**src/rtl/bec_key_sequencer.sv**
```systemverilog
// Host-side key/iteration driver for the BEC ladder-step controller: feeds key bits MSB first,
// captures the final W/Z, and aborts on watchdog timeout or protocol error.
// Optional `BEC_CYCLE_COUNT_EN adds a saturating RUN-cycle counter output (cycle_count).
module bec_key_sequencer #(
  parameter int KEY_W          = 163,
  parameter int TIMEOUT_CYCLES = 4096,
  parameter int CNT_W          = 8
) (
  input  logic             clk,
  input  logic             rst_n,
  input  logic             start,
  input  logic [KEY_W-1:0] key,
  output logic             busy,
  output logic [CNT_W-1:0] bit_index,
  output logic             result_valid,
  input  logic             result_ack,
  output logic [KEY_W-1:0] w_result,
  output logic [KEY_W-1:0] z_result,
  output logic             err,
  output logic             core_enable,
  output logic             core_ki,
  input  logic             core_next_key,
  input  logic             core_done,
  input  logic [KEY_W-1:0] core_wout,
  input  logic [KEY_W-1:0] core_zout
`ifdef BEC_CYCLE_COUNT_EN
  ,
  output logic [31:0]      cycle_count
`endif
);

  localparam int WD_W = (TIMEOUT_CYCLES > 1) ? $clog2(TIMEOUT_CYCLES) : 1;
  localparam logic [CNT_W-1:0] LAST_IDX = CNT_W'(KEY_W - 1);
  localparam logic [WD_W-1:0]  WD_MAX   = WD_W'(TIMEOUT_CYCLES - 1);

  typedef enum logic [2:0] {
    S_IDLE  = 3'd0,
    S_RUN   = 3'd1,
    S_DRAIN = 3'd2,
    S_HOLD  = 3'd3,
    S_ERR   = 3'd4
  } state_e;

  state_e           state_q, state_d;
  logic [KEY_W-1:0] key_sr_q, key_sr_d;
  logic [CNT_W-1:0] idx_q, idx_d;
  logic [WD_W-1:0]  wd_q, wd_d;
  logic [KEY_W-1:0] w_q, w_d;
  logic [KEY_W-1:0] z_q, z_d;

  logic last_iter;
  assign last_iter = (idx_q == LAST_IDX);

  always_ff @(posedge clk) begin
    if (!rst_n) begin
      state_q  <= S_IDLE;
      key_sr_q <= '0;
      idx_q    <= '0;
      wd_q     <= '0;
      w_q      <= '0;
      z_q      <= '0;
    end else begin
      state_q  <= state_d;
      key_sr_q <= key_sr_d;
      idx_q    <= idx_d;
      wd_q     <= wd_d;
      w_q      <= w_d;
      z_q      <= z_d;
    end
  end

  always_comb begin
    state_d  = state_q;
    key_sr_d = key_sr_q;
    idx_d    = idx_q;
    wd_d     = wd_q;
    w_d      = w_q;
    z_d      = z_q;
    case (state_q)
      S_IDLE, S_ERR: begin
        if (start) begin
          key_sr_d = key;
          idx_d    = '0;
          wd_d     = '0;
          state_d  = S_RUN;
        end
      end
      S_RUN: begin
        // core_done is checked first: it arrives together with the final next_key pulse
        if (core_done) begin
          if (last_iter) begin
            w_d     = core_wout;
            z_d     = core_zout;
            state_d = S_DRAIN;
          end else begin
            state_d = S_ERR;
          end
        end else if (core_next_key) begin
          if (last_iter) begin
            state_d = S_ERR;
          end else begin
            key_sr_d = {key_sr_q[KEY_W-2:0], 1'b0};
            idx_d    = idx_q + CNT_W'(1);
            wd_d     = '0;
          end
        end else if (wd_q == WD_MAX) begin
          state_d = S_ERR;
        end else begin
          wd_d = wd_q + WD_W'(1);
        end
      end
      S_DRAIN: state_d = S_HOLD;
      S_HOLD: begin
        if (result_ack) state_d = S_IDLE;
      end
      default: state_d = S_IDLE;
    endcase
  end

  // Outputs decode straight from state, so ERR/DRAIN force core_enable and core_ki low
  assign busy         = (state_q == S_RUN) || (state_q == S_DRAIN);
  assign core_enable  = (state_q == S_RUN);
  assign core_ki      = (state_q == S_RUN) && key_sr_q[KEY_W-1];
  assign err          = (state_q == S_ERR);
  assign result_valid = (state_q == S_HOLD);
  assign bit_index    = idx_q;
  assign w_result     = w_q;
  assign z_result     = z_q;

`ifdef BEC_CYCLE_COUNT_EN
  logic [31:0] cyc_q, cyc_d;

  always_ff @(posedge clk) begin
    if (!rst_n) cyc_q <= '0;
    else        cyc_q <= cyc_d;
  end

  always_comb begin
    cyc_d = cyc_q;
    if ((state_q == S_IDLE || state_q == S_ERR) && start) cyc_d = '0;
    else if (state_q == S_RUN && cyc_q != 32'hFFFF_FFFF) cyc_d = cyc_q + 32'd1;
  end

  assign cycle_count = cyc_q;
`endif

endmodule

```
**config.mk**
```make
export PLATFORM = sky130hd
export DESIGN_NAME = bec_key_sequencer
export DESIGN_NICKNAME = d
export VERILOG_FILES = /design/src/rtl/bec_key_sequencer.sv
export SDC_FILE = /design/constraint.sdc
export NUM_CORES = 1
export LEC_CHECK = 0
export CORE_AREA = 2 2 325 327
export DETAILED_ROUTE_END_ITERATION = 12
export DIE_AREA = 0 0 327 329
export SYNTH_ARGS = -nofsm -noshare
export SYNTH_HDL_FRONTEND = slang
export SYNTH_SLANG_ARGS = --single-unit
```
**constraint.sdc**
```tcl
create_clock -name clk -period 4.35 [get_ports clk]
set_input_delay 1.305 -clock clk [delete_from_list [all_inputs] [get_ports clk]]
set_output_delay 1.305 -clock clk [all_outputs]
set_load 0.02 [all_outputs]
```
# Yosys cells after proc, flatten, opt, wreduce, memory -nomap -nowiden
# Index checks and enable logic that the tools add are counted.
# totals
register_bits	512
output_inout_bits	339
input_bits	495
elab_cells	56
# classes
addsub	2
eq_ne	15
mux	24
n_reduce_logical	9
# ops
operator	count
163-bit 2-to-1 mux	4
163-bit case mux with 2 select lines	1
12-bit 2-to-1 mux	5
8-bit 2-to-1 mux	4
12-bit case mux with 2 select lines	1
3-bit 2-to-1 mux	7
8-bit case mux with 2 select lines	1
12-bit by 1-bit adder with 12-bit output, second input constant	1
12-bit == test, second input constant	1
3-bit case mux with 4 select lines	1
5-bit AND reduction	2
8-bit by 1-bit adder with 8-bit output, second input constant	1
8-bit == test, second input constant	1
3-bit by 2-bit == test with 1-bit output, second input constant	2
2-bit != test, second input constant	3
3-bit != test, second input constant	2
2-bit by 1-bit != test with 1-bit output, second input constant	2
4-bit by 1-bit != test with 1-bit output, second input constant	1
4-bit by 2-bit != test with 1-bit output, second input constant	1
4-bit AND reduction	1
3-bit by 1-bit == test with 1-bit output, second input constant	1
3-bit == test, second input constant	1
3-bit logical NOT	1
3-bit AND reduction	1
other kinds (4)	4

# Longest topological paths before layout
# depth
ltp_word	5
depth_mapped	9
ltp_nobuf	6

# Worst setup path before layout
# OpenSTA, ideal clock, no wires.
# synth_path
path_type	register -> output
start	register state_q[0]
end	output core_ki
arrival_time_ps	1636
stages_incl_launch_ff	6
required_time_ps	3045
path_slack_ps	1409
path_buffers	2
cell_sequence	dfxtp_1 buf_2 or3b_1 inv_2 clkbuf_1 and2_1
# synth_between
elab_chain_len	2
# synth_rtl
element	line	text
start: declaration	44	state_e state_q, state_d;
start signal: assignment	63	state_q <= state_d;
3-bit by 1-bit == test with 1-bit output	-	
via core_enable	20	output logic core_enable,
1-bit logical AND	123	assign core_ki = (state_q == S_RUN) && key_sr_q[KEY_W-1];
end: declaration	21	output logic core_ki,
# The timed path passes the listed nets, and every way through them passes these cells.

# Worst setup path in the final report
# layout_path
start	register state_q[0]
end	output core_ki
# layout_between
elab_chain_len	2
# layout_rtl
element	line
3-bit by 1-bit == test with 1-bit output	123
1-bit logical AND	123
# Every way passes these cells.

==> impl_metrics.json <==
{
  "status": "finished clean",
  "synth_top_area_share_pct": 52.2,
  "firstDrtPassIters": 5,
  "ir_worst_vdd_v": 0.000248,
  "r2r-start": "state_q[0]$_SDFFE_PN0P_",
  "grt_pass1_wl_mm": 135,
  "fin_crit_ns": 4.11,
  "grt_antenna_before_repair": 21,
  "seqCellArea_um2": 10200,
  "syn_area_um2": 19600,
  "reg2reg_to": "z_result[3]$_SDFFE_PN0P_",
  "cts-resized-gates": 0,
  "cts_inserted_buffers": 66,
  "period_share_pct": 94.4,
  "worst_pin_slew_ns": 1.00,
  "relSlewSlack_pct": 33.2,
  "drv_cap": 0,
  "yosys-top-cells-area": "dfxtp_1 (52%), nand2_1 (19%), a21oi_1 (8.5%)",
  "die_x_um": 327,
  "p_leak_nw": 10.5,
  "cts-hold-fix-buffers": 0,
  "hold_end": "w_result[54]$_SDFFE_PN0P_",
  "fillers": 11100,
  "min_from": "w_result[54]$_SDFFE_PN0P_",
  "tns_ns": 0,
  "synth.most_common_cell": "nand2_1",
  "hpwlAfterDp_mm": 71.3,
  "hold_viol": 0,
  "postCtsSetupRepairBufs": 0,
  "cp_max_fo": 47,
  "fp.coreArea_um2": 104000,
  "routedWlPerCell_um": 20.6,
  "ys_types": 52,
  "h-tree-depth": 3,
  "cp.arrival_ns": 2.80,
  "routabilityCongestion": 0.876,
  "drive_above_1_share_pct": 4.83,
  "timing.final.max_slew_violations": 0,
  "p_total_mw": 11.6,
  "areaGrowthSynthToFinish_pct": 60.8,
  "drt-total-wl_mm": 96.4,
  "min_path_type": "flop to flop",
  "grt_setup_unrepaired": "false",
  "synth_edf_count": 0,
  "die_area_um2": 108000,
  "synth.ff_latch_count": 512,
  "setup_viol_count_final": 0,
  "cts_max_path_buffers": 3,
  "avgSynthCellArea_um2": 7.85,
  "dr.first_iter.drc_count": 1340,
  "grt.overflow.total": 0,
  "fin_nets": 3724,
  "cp-start-kind": "flop",
  "ys_top_cells_by_count": "nand2_1 (986), dfxtp_1 (512), a21oi_1 (333), clkbuf_1 (166), nor3_1 (165)",
  "min_path_cells": 2,
  "rrSetupSlack_ns": 1.03,
  "crit_path_end_kind": "output pin",
  "via_count": 20800,
  "cp.required_ns": 3.04,
  "drc": 0,
  "ctsRootBufferMaster": "clkbuf_16",
  "grt_usage_pct": 16.9,
  "ys_warn_count": 0,
  "clk_pin_slew_ns": 0.06,
  "dominantRegCellSynth": "dfxtp_1",
  "reg2regPathDepth": 7,
  "syn_inst": 2500,
  "rows": 119,
  "clock_skew_ns": 0.0160,
  "multiInputGateArea_um2": 8440,
  "syn-num-nets": 2998,
  "worstSetupPathType": "flop to output pin",
  "cts_sinks": 512,
  "vias_per_cell": 4.45,
  "clk_latency_ns": 0.61,
  "port_buffers": 833,
  "start_util_pct": 18.8,
  "cts_tree": "yes",
  "max_freq_mhz": 243,
  "async_reset_ff_share_pct": 0,
  "grt_pass1_vias": 19500,
  "ys_seq_area_share_pct": 52.2,
  "antenna_left": 0,
  "synth_largest_area_cell": "dfxtp_1",
  "fp.dieH_um": 329,
  "p_per_area_nw_per_um2": 366,
  "ios": 834,
  "grt_max_degree": 138
}
[logic make-up after synthesis]
group                    Yosys count  share of synthesized area, %
AO/OA/AOI/OAI                    537                          17.4
XOR/XNOR                           1                        0.0446
adder cells (fa/ha/maj)            3                         0.191
buffers and inverters            230                          4.93
AND/OR/NAND/NOR                 1216                          25.2
multiplexers                       1                        0.0574
flip-flops                       512                          52.2
[state kept, by name, indices dropped and copies added, names as in the netlist]
signal     count
bit_index      8
state_q        3
z_result     163
key_sr_q     163
wd_q          12
w_result     163
[placed cells by master, fill, tap and decap left out, types with 7 or more instances in the layout]
cell             instances
buf_4                   26
clkbuf_8                 8
a21oi_1                333
a311oi_1               162
nor3_1                 165
nand3_1                 11
clkdlybuf4s50_1        833
buf_12                  22
a31oi_1                  9
clkbuf_16               67
clkbuf_1                17
dfxtp_1                512
nand2_1                985
nor3b_1                  7
[per-stage QoR]
stage          hold WS, ns  cell area (um^2)  worst slack (ns)  utilization, %  instances
6_report             0.451             31600             0.243            30.2       4668
5_1_grt              0.468             31600             0.104            30.2       4666
4_1_cts              0.453             31600             0.192            30.2       4664
3_5_place_dp         0.446             29400             0.598            28.2       4549
3_3_place_gp         0.441             29400             0.682            28.2       4549
2_1_floorplan        0.444             19600              1.41               -       2500
[worst max path at each step]
stage	startpoint	cells past startpoint	slack, ns	end
finish	state_q[0]$_SDFFE_PN0P_	4	0.24	core_ki
global route	state_q[0]$_SDFFE_PN0P_	4	0.10	core_ki
CTS	state_q[0]$_SDFFE_PN0P_	4	0.19	core_ki
detailed placement	core_done	7	0.60	key_sr_q[130]$_SDFFE_PN0P_
global placement	core_done	7	0.68	key_sr_q[89]$_SDFFE_PN0P_
floorplan	state_q[0]$_SDFFE_PN0P_	5	1.41	core_ki
[critical path: stages, from the launching register on]
cell	delay [ns]
dfxtp_1	0.51
or3b_4	0.45
inv_4	0.39
and2_1	0.22
clkdlybuf4s50_1	0.61
[routing by layer]
layer,global-route usage (%),vias to the layer above,wire [um]
met4,6.47,20,3280
met3,7.42,139,10600
met2,27.5,823,44800
met5,0,-,115
met1,19.6,9778,37600
li1,-,9992,-
[report_power, final]
group          internal, mW  leakage [nW]  switching, mW
clock                  3.23          1.02           2.24
sequential             4.85          4.16         0.0885
combinational         0.624          5.33          0.527
total                  8.70          10.5           2.86
[final cells by class]
type                            instances  area share (%)
Clock buffer                           92            5.86
Antenna cell                            4          0.0317
Tap cell                             1391            5.51
Inverter                                7           0.115
Timing Repair Buffer                  881            28.4
Clock inverter                         23           0.868
Multi-Input combinational cell       1758            26.7
Sequential cell                       512            32.5
(Power assumes the default switching activity.)
